File: config.mk
export PLATFORM = sky130hd
export DESIGN_NAME = alu_control_seq_flat
export DESIGN_NICKNAME = d
export VERILOG_FILES = /design/src/rtl/alu_control_seq_if.sv /design/src/rtl/alu_control_seq.sv /design/src/flat_wrapper.sv
export SDC_FILE = /design/constraint.sdc
export NUM_CORES = 1
export LEC_CHECK = 0
export CAP_MARGIN = 0
export CORE_ASPECT_RATIO = 0.75
export CORE_MARGIN = 8
export CORE_UTILIZATION = 33
export DETAILED_ROUTE_END_ITERATION = 8
export GPL_ROUTABILITY_DRIVEN = 1
export SYNTH_ARGS = -nofsm -noshare
export SYNTH_HDL_FRONTEND = slang
export SYNTH_SLANG_ARGS = --single-unit
export TNS_END_PERCENT = 50
File: constraint.sdc
create_clock -name clk -period 1.95 [get_ports clk]
set_input_delay 0.39 -clock clk [delete_from_list [all_inputs] [get_ports clk]]
set_output_delay 0.39 -clock clk [all_outputs]
set_load 0.005 [all_outputs]
File: src/rtl/alu_control_seq_if.sv
// Decode request / control result bundle between main control, the ALU control stage and the ID/EX side.
// The slave modport is the ALU control stage; the master modport is its environment.
interface alu_control_seq_if #(
  parameter int ALU_OP_WIDTH  = 3,
  parameter int FUNCT_WIDTH   = 6,
  parameter int ALU_CTL_WIDTH = 4
);
  logic                     valid_i;
  logic                     flush_i;
  logic [ALU_OP_WIDTH-1:0]  alu_op_i;
  logic [FUNCT_WIDTH-1:0]   alu_function_i;
  logic                     valid_o;
  logic [ALU_CTL_WIDTH-1:0] alu_operation_o;
  logic [1:0]               jmp_ctl_o;
  logic [1:0]               hilo_sel_o;
  logic                     muldiv_start_o;
  logic                     muldiv_is_div_o;
  logic                     hilo_we_o;
  logic                     stall_o;
  logic                     illegal_o;

  modport slave (
    input  valid_i, flush_i, alu_op_i, alu_function_i,
    output valid_o, alu_operation_o, jmp_ctl_o, hilo_sel_o, muldiv_start_o,
           muldiv_is_div_o, hilo_we_o, stall_o, illegal_o
  );

  modport master (
    output valid_i, flush_i, alu_op_i, alu_function_i,
    input  valid_o, alu_operation_o, jmp_ctl_o, hilo_sel_o, muldiv_start_o,
           muldiv_is_div_o, hilo_we_o, stall_o, illegal_o
  );
endinterface

File: src/rtl/alu_control_seq.sv
// ALU control decode with a one-cycle registered output stage; stalls upstream while MULT/DIV runs.
// Latency 1 cycle; inputs are ignored (not queued) whenever stall_o is high.
module alu_control_seq #(
  parameter int ALU_OP_WIDTH  = 3,
  parameter int FUNCT_WIDTH   = 6,
  parameter int ALU_CTL_WIDTH = 4,
  parameter int MULT_CYCLES   = 4,
  parameter int DIV_CYCLES    = 8
) (
  input logic              clk,
  input logic              reset,
  alu_control_seq_if.slave bus
);
  localparam int MAX_CYCLES = (MULT_CYCLES > DIV_CYCLES) ? MULT_CYCLES : DIV_CYCLES;
  localparam int CNT_W      = $clog2(MAX_CYCLES + 1);

  typedef enum logic {IDLE, BUSY} state_e;

  state_e                   state_q, state_d;
  logic [CNT_W-1:0]         cnt_q, cnt_d;
  logic                     valid_q, valid_d;
  logic [ALU_CTL_WIDTH-1:0] op_q, op_d;
  logic [1:0]               jmp_q, jmp_d;
  logic [1:0]               hsel_q, hsel_d;
  logic                     start_q, start_d;
  logic                     is_div_q, is_div_d;
  logic                     illegal_q, illegal_d;

  logic [ALU_CTL_WIDTH-1:0] dec_op;
  logic [1:0]               dec_jmp, dec_hsel;
  logic                     dec_illegal, dec_md, dec_div;
  logic                     stall, accept;

  always_comb begin
    dec_op      = '0;
    dec_jmp     = 2'b00;
    dec_hsel    = 2'b00;
    dec_illegal = 1'b0;
    dec_md      = 1'b0;
    dec_div     = 1'b0;
    case (bus.alu_op_i)
      ALU_OP_WIDTH'(7): begin
        case (bus.alu_function_i)
          FUNCT_WIDTH'(6'b100000): dec_op = ALU_CTL_WIDTH'(4'b0011);
          FUNCT_WIDTH'(6'b100010): dec_op = ALU_CTL_WIDTH'(4'b0100);
          FUNCT_WIDTH'(6'b100100): dec_op = ALU_CTL_WIDTH'(4'b0110);
          FUNCT_WIDTH'(6'b100101): dec_op = ALU_CTL_WIDTH'(4'b0010);
          FUNCT_WIDTH'(6'b100111): dec_op = ALU_CTL_WIDTH'(4'b0111);
          FUNCT_WIDTH'(6'b001000): begin
            dec_op  = ALU_CTL_WIDTH'(4'b1001);
            dec_jmp = 2'b10;
          end
          FUNCT_WIDTH'(6'b000000): dec_op = ALU_CTL_WIDTH'(4'b1010);
          FUNCT_WIDTH'(6'b000010): dec_op = ALU_CTL_WIDTH'(4'b1011);
          FUNCT_WIDTH'(6'b101010): dec_op = ALU_CTL_WIDTH'(4'b1100);
          FUNCT_WIDTH'(6'b011000): begin
            dec_op = ALU_CTL_WIDTH'(4'b1101);
            dec_md = 1'b1;
          end
          FUNCT_WIDTH'(6'b011010): begin
            dec_op  = ALU_CTL_WIDTH'(4'b1110);
            dec_md  = 1'b1;
            dec_div = 1'b1;
          end
          FUNCT_WIDTH'(6'b010000): dec_hsel = 2'b01;
          FUNCT_WIDTH'(6'b010010): dec_hsel = 2'b10;
          default:                 dec_illegal = 1'b1;
        endcase
      end
      ALU_OP_WIDTH'(4): dec_op = ALU_CTL_WIDTH'(4'b0011);
      ALU_OP_WIDTH'(5): dec_op = ALU_CTL_WIDTH'(4'b0010);
      ALU_OP_WIDTH'(1): dec_op = ALU_CTL_WIDTH'(4'b0110);
      ALU_OP_WIDTH'(6): dec_op = ALU_CTL_WIDTH'(4'b0101);
      ALU_OP_WIDTH'(3): dec_op = ALU_CTL_WIDTH'(4'b0011);
      ALU_OP_WIDTH'(2): dec_op = ALU_CTL_WIDTH'(4'b0100);
      default:          dec_illegal = 1'b1;
    endcase
  end

  // Reset drops stall and the HI/LO commit in the same cycle, so an abandoned op never writes.
  assign stall  = (state_q == BUSY) && !reset;
  assign accept = bus.valid_i && !stall && !bus.flush_i;

  always_comb begin
    state_d   = state_q;
    cnt_d     = cnt_q;
    valid_d   = 1'b0;
    op_d      = '0;
    jmp_d     = 2'b00;
    hsel_d    = 2'b00;
    start_d   = 1'b0;
    is_div_d  = 1'b0;
    illegal_d = 1'b0;
    case (state_q)
      IDLE: begin
        if (accept) begin
          valid_d   = 1'b1;
          op_d      = dec_op;
          jmp_d     = dec_jmp;
          hsel_d    = dec_hsel;
          illegal_d = dec_illegal;
          if (dec_md) begin
            start_d  = 1'b1;
            is_div_d = dec_div;
            state_d  = BUSY;
            cnt_d    = dec_div ? CNT_W'(DIV_CYCLES - 1) : CNT_W'(MULT_CYCLES - 1);
          end
        end
      end
      BUSY: begin
        if (cnt_q == '0) state_d = IDLE;
        else             cnt_d   = cnt_q - 1'b1;
      end
      default: state_d = IDLE;
    endcase
  end

  always_ff @(posedge clk) begin
    if (reset) begin
      state_q   <= IDLE;
      cnt_q     <= '0;
      valid_q   <= 1'b0;
      op_q      <= '0;
      jmp_q     <= 2'b00;
      hsel_q    <= 2'b00;
      start_q   <= 1'b0;
      is_div_q  <= 1'b0;
      illegal_q <= 1'b0;
    end else begin
      state_q   <= state_d;
      cnt_q     <= cnt_d;
      valid_q   <= valid_d;
      op_q      <= op_d;
      jmp_q     <= jmp_d;
      hsel_q    <= hsel_d;
      start_q   <= start_d;
      is_div_q  <= is_div_d;
      illegal_q <= illegal_d;
    end
  end

  assign bus.valid_o         = valid_q;
  assign bus.alu_operation_o = op_q;
  assign bus.jmp_ctl_o       = jmp_q;
  assign bus.hilo_sel_o      = hsel_q;
  assign bus.muldiv_start_o  = start_q;
  assign bus.muldiv_is_div_o = is_div_q;
  assign bus.hilo_we_o       = stall && (cnt_q == '0);
  assign bus.stall_o         = stall;
  assign bus.illegal_o       = illegal_q;
endmodule

File: src/flat_wrapper.sv
// flat-port wrapper written by rule: the top's interface ports become plain ports
module alu_control_seq_flat 
#(
  parameter int ALU_OP_WIDTH  = 3,
  parameter int FUNCT_WIDTH   = 6,
  parameter int ALU_CTL_WIDTH = 4,
  parameter int MULT_CYCLES   = 4,
  parameter int DIV_CYCLES    = 8
)
  (clk, reset, bus_valid_i, bus_flush_i, bus_alu_op_i, bus_alu_function_i, bus_valid_o, bus_alu_operation_o, bus_jmp_ctl_o, bus_hilo_sel_o, bus_muldiv_start_o, bus_muldiv_is_div_o, bus_hilo_we_o, bus_stall_o, bus_illegal_o);
  alu_control_seq_if #(.ALU_OP_WIDTH(ALU_OP_WIDTH), .FUNCT_WIDTH(FUNCT_WIDTH), .ALU_CTL_WIDTH(ALU_CTL_WIDTH)) bus_i ();
  input logic clk;
  input logic reset;
  input wire logic [$bits(bus_i.valid_i)-1:0] bus_valid_i;
  input wire logic [$bits(bus_i.flush_i)-1:0] bus_flush_i;
  input wire logic [$bits(bus_i.alu_op_i)-1:0] bus_alu_op_i;
  input wire logic [$bits(bus_i.alu_function_i)-1:0] bus_alu_function_i;
  output wire logic [$bits(bus_i.valid_o)-1:0] bus_valid_o;
  output wire logic [$bits(bus_i.alu_operation_o)-1:0] bus_alu_operation_o;
  output wire logic [$bits(bus_i.jmp_ctl_o)-1:0] bus_jmp_ctl_o;
  output wire logic [$bits(bus_i.hilo_sel_o)-1:0] bus_hilo_sel_o;
  output wire logic [$bits(bus_i.muldiv_start_o)-1:0] bus_muldiv_start_o;
  output wire logic [$bits(bus_i.muldiv_is_div_o)-1:0] bus_muldiv_is_div_o;
  output wire logic [$bits(bus_i.hilo_we_o)-1:0] bus_hilo_we_o;
  output wire logic [$bits(bus_i.stall_o)-1:0] bus_stall_o;
  output wire logic [$bits(bus_i.illegal_o)-1:0] bus_illegal_o;
  assign bus_i.valid_i = bus_valid_i;
  assign bus_i.flush_i = bus_flush_i;
  assign bus_i.alu_op_i = bus_alu_op_i;
  assign bus_i.alu_function_i = bus_alu_function_i;
  assign bus_valid_o = bus_i.valid_o;
  assign bus_alu_operation_o = bus_i.alu_operation_o;
  assign bus_jmp_ctl_o = bus_i.jmp_ctl_o;
  assign bus_hilo_sel_o = bus_i.hilo_sel_o;
  assign bus_muldiv_start_o = bus_i.muldiv_start_o;
  assign bus_muldiv_is_div_o = bus_i.muldiv_is_div_o;
  assign bus_hilo_we_o = bus_i.hilo_we_o;
  assign bus_stall_o = bus_i.stall_o;
  assign bus_illegal_o = bus_i.illegal_o;
  alu_control_seq #(.ALU_OP_WIDTH(ALU_OP_WIDTH), .FUNCT_WIDTH(FUNCT_WIDTH), .ALU_CTL_WIDTH(ALU_CTL_WIDTH), .MULT_CYCLES(MULT_CYCLES), .DIV_CYCLES(DIV_CYCLES)) u_core (.clk(clk), .reset(reset), .bus(bus_i));
endmodule
==> flow_metrics.py <==
metrics = {
    "sta": {
        "clock.fmax_mhz": 515,
        "fin_skew_ns": 0.00251,
        "setup_viol": 0,
        "period_share": 0.996,
        "hold_violations": 0,
        "min_period_ns": 1.94,
        "drv_slew": 0,
        "finalWorstSetupSlack_ns": 0.00788,
        "hold_slack_ns": 0.540,
    },
    "clock_tree": {
        "cts_num_sinks": 16,
        "worstSkewPairLatency_ns": 0.25,
        "clock_path_buffers": 2,
        "cts_max_level": 1,
        "tritoncts": "built",
        "path_clk_slew_ns": 0.06,
        "hold_buffers": 0,
        "cts_buffers": 3,
        "cts_root_buf": "clkbuf_8",
    },
    "critical_path": {
        "r2r_setup_slack_ns": 0.24,
        "r2r_cells": 6,
        "critPathLaunchType": "primary input",
        "slowest_delay_ns": 0.57,
        "r2r_start": "u_core.state_q$_SDFF_PP0_",
        "timing.rr.end": "u_core.bus.hilo_sel_o[1]$_SDFF_PP0_",
        "cp_cell_sequence": "clkdlybuf4s50_1 -> or3b_4 -> or4_4 -> o2bb2ai_2 -> o22ai_1",
        "critPathRequiredTime_ns": 2.12,
        "crit_fanout": 5,
        "worstSetupEndpointType": "flop",
        "critical-path-slowest-cell": "or4_4",
        "critPathKind": "primary input to flop",
        "arrival_ns": 2.11,
    },
    "global_routing": {
        "antenna_found_initial": 0,
        "grt_max_degree": 12,
        "grt_usage": 0.113,
        "grt_pass1_wl_mm": 4.32,
        "grt_pass1_vias": 985,
        "grt.overflow.total": 0,
    },
    "floorplanning": {
        "coreArea_um2": 2640,
        "fp.dieH_um": 62.0,
        "rows": 16,
        "num_io_pins": 27,
        "die_area_um2": 4790,
        "start_util": 0.352,
        "die_w_um": 77.3,
    },
    "run": {
        "drv_cap": 0,
    },
    "cells_and_area": {
        "diodes": 0,
        "area_growth_pct": 57.4,
        "layout-drive-gt1-share": 0.289,
        "fillers": 254,
        "fin_util": 0.554,
        "stdcell_count": 195,
        "final_nets": 175,
    },
    "drt": {
        "drc": 0,
        "ant_nets": 0,
        "drtPass1Iterations": 4,
        "wl_mm": 2.69,
        "num_vias": 984,
        "routed_via_density": 5.05,
        "wire_per_inst_um": 13.8,
        "drt_iter0_drc": 70,
    },
    "placed_design": {
        "hpwl_mm": 2.11,
        "detailedPlace.worstSlack_ns": -0.277,
        "post-place-cells": 190,
        "gp_congestion": 0.794,
        "port_buffers": 25,
    },
    "yosys": {
        "synth_area_leaders": "dfxtp_1 (34%), a21oi_1 (5.9%), nand2_1 (3.6%)",
        "syn_area_um2": 931,
        "yosysTopAreaCell": "dfxtp_1",
        "synth_top_area_share": 0.344,
        "yosys_register_bits": 16,
        "syn_nets": 127,
        "syn-instance-count": 112,
        "synth_cell_type_count": 44,
        "yosysSeqAreaShare": 0.344,
        "yosysWarnings": 0,
        "syn_area_per_cell_um2": 8.31,
    },
    "power": {
        "powerDensity_nw_per_um2": 508,
        "p_sw_uw": 166,
        "swShare": 0.223,
        "combPwrFrac": 0.171,
        "p_leak_nw": 0.621,
        "p_seq_frac": 0.445,
        "power_frac_clock": 0.384,
        "vdd_drop_max_mv": 0.412,
        "intPower_uw": 578,
    },
    "worst_hold_path": {
        "hold_depth": 3,
        "hold_path.class": "primary input to flop",
        "hp-start": "bus_alu_function_i[3]",
        "hold_path_end": "u_core.bus.hilo_sel_o[1]$_SDFF_PP0_",
    },
    "run_status": {
        "status": "completed",
    },
}
[cells by family (layout without fill, tap and decap cells)]
family                     Yosys count  after routing  synth area share
DFF                                 16             16             0.344
xor gates and xnor gates             2              2            0.0188
buffers and inverters               14             61            0.0766
and+or+nand+nor                     50             50             0.337
AOI/OAI and AO/OA                   27             27             0.192
other                                1              1           0.00403
adders and majority gates            2              2            0.0269
[critical path: cells and delay by family]
family / cells / cell delay, ns
and+or+nand+nor: 2 / 0.97
buffers and inverters: 1 / 0.45
AOI/OAI and AO/OA: 2 / 0.31
[repair_timing]
item | CTS | global route
setup buffers | 0 | 1
pin swaps | 0 | 3
setup endpoints to repair | 3 | 6
gates resized for setup | 7 | 10
[registers in the layout (all words and copies together) (netlist names)]
signal                      count
u_core.cnt_q                    4
u_core.bus.muldiv_is_div_o      1
u_core.bus.valid_o              1
u_core.bus.jmp_ctl_o            1
u_core.bus.alu_operation_o      4
u_core.bus.illegal_o            1
u_core.bus.muldiv_start_o       1
u_core.bus.hilo_sel_o           2
u_core.state_q                  1
[per-stage QoR]
stage | power, mW | cell area [um^2] | setup TNS, ns
2_1_floorplan | 0.398 | 931 | 0
3_3_place_gp | 0.460 | 1360 | -1.93
3_5_place_dp | 0.461 | 1360 | -2.08
4_1_cts | 0.751 | 1430 | 0
5_1_grt | 0.784 | 1470 | -0.0178
6_report | 0.744 | 1470 | 0
[per-layer routing]
metal | track usage | vias up | routed length (um)
met1 | 0.135 | 459 | 1260
li1 | - | 492 | -
met3 | 0.0560 | 2 | 216
met2 | 0.179 | 31 | 1200
met4 | 0.0321 | 0 | 8
met5 | 0 | - | 0
[cell usage after synthesis, drive strengths merged]
cell type and number:
or3b 4, o22ai 1, a21oi 11, nand3b 1, o21ai 2, ha 2
nand2b 6, o221ai 1, a41oi 1, nand4 1, nor2 6, nand3 2
o31ai 2, or4 1, nor3b 2, o32ai 2, xnor2 2, or4b 1
nor2b 4, nand2 9, a211oi 1, dfxtp 16, nor3 6, a21o 1
o2111ai 1, and4 1, o21a 1, conb 1, nor4 2, and3 1
a21bo 1, inv 7, buf 3, o2bb2ai 1, or3 1, nor4b 1
clkbuf 4, and2 1, a22oi 1
[layout make-up]
| cell class | count | area, um^2 | area share |
|---|---|---|---|
| tap | 36 | 45.0 | 0.0307 |
| timing repair buffer | 50 | 442 | 0.301 |
| sequential | 16 | 320 | 0.219 |
| multi-input combinational | 82 | 577 | 0.394 |
| clock buffer | 4 | 55.1 | 0.0376 |
| inverter | 7 | 26.3 | 0.0179 |
[worst max-delay path by stage]
| stage | to | cells after the start | startpoint |
|---|---|---|---|
| after floorplan | u_core.cnt_q[2]$_SDFFE_PP0P_ | 5 | bus_alu_function_i[0] |
| final | u_core.cnt_q[2]$_SDFFE_PP0P_ | 5 | bus_alu_function_i[2] |
| after CTS | bus_hilo_we_o | 5 | u_core.cnt_q[0]$_SDFFE_PP0P_ |
| after global routing | u_core.cnt_q[2]$_SDFFE_PP0P_ | 5 | bus_alu_function_i[2] |
| after detailed placement | u_core.cnt_q[2]$_SDFFE_PP0P_ | 5 | bus_alu_function_i[0] |
| after global placement | u_core.cnt_q[2]$_SDFFE_PP0P_ | 5 | bus_alu_function_i[0] |
[power groups by stage]
| stage | clock network [mW] | registers, mW | logic, mW |
|---|---|---|---|
| floorplan | 0 | 0.338 | 0.0596 |
| global placement | 0 | 0.338 | 0.122 |
| detailed placement | 0 | 0.338 | 0.123 |
| CTS | 0.295 | 0.331 | 0.125 |
| global route | 0.313 | 0.331 | 0.140 |
| finish | 0.286 | 0.331 | 0.127 |
[cell usage in the layout (no fill, tap or decap), types with 2 or more instances in the layout]
| cell | n |
|---|---|
| a21oi_1 | 10 |
| buf_4 | 25 |
| clkbuf_8 | 4 |
| clkdlybuf4s50_1 | 19 |
| dfxtp_1 | 16 |
| dlymetal6s2s_1 | 4 |
| ha_1 | 2 |
| inv_1 | 6 |
| nand2_1 | 8 |
| nand2b_1 | 5 |
| nand3_1 | 2 |
| nor2_1 | 6 |
| nor2b_1 | 4 |
| nor3_1 | 6 |
| o21ai_0 | 2 |
| o31ai_1 | 2 |
| o32ai_1 | 2 |
| or3b_4 | 3 |
| xnor2_1 | 2 |
No activity file was read; power rests on OpenSTA's default activity.
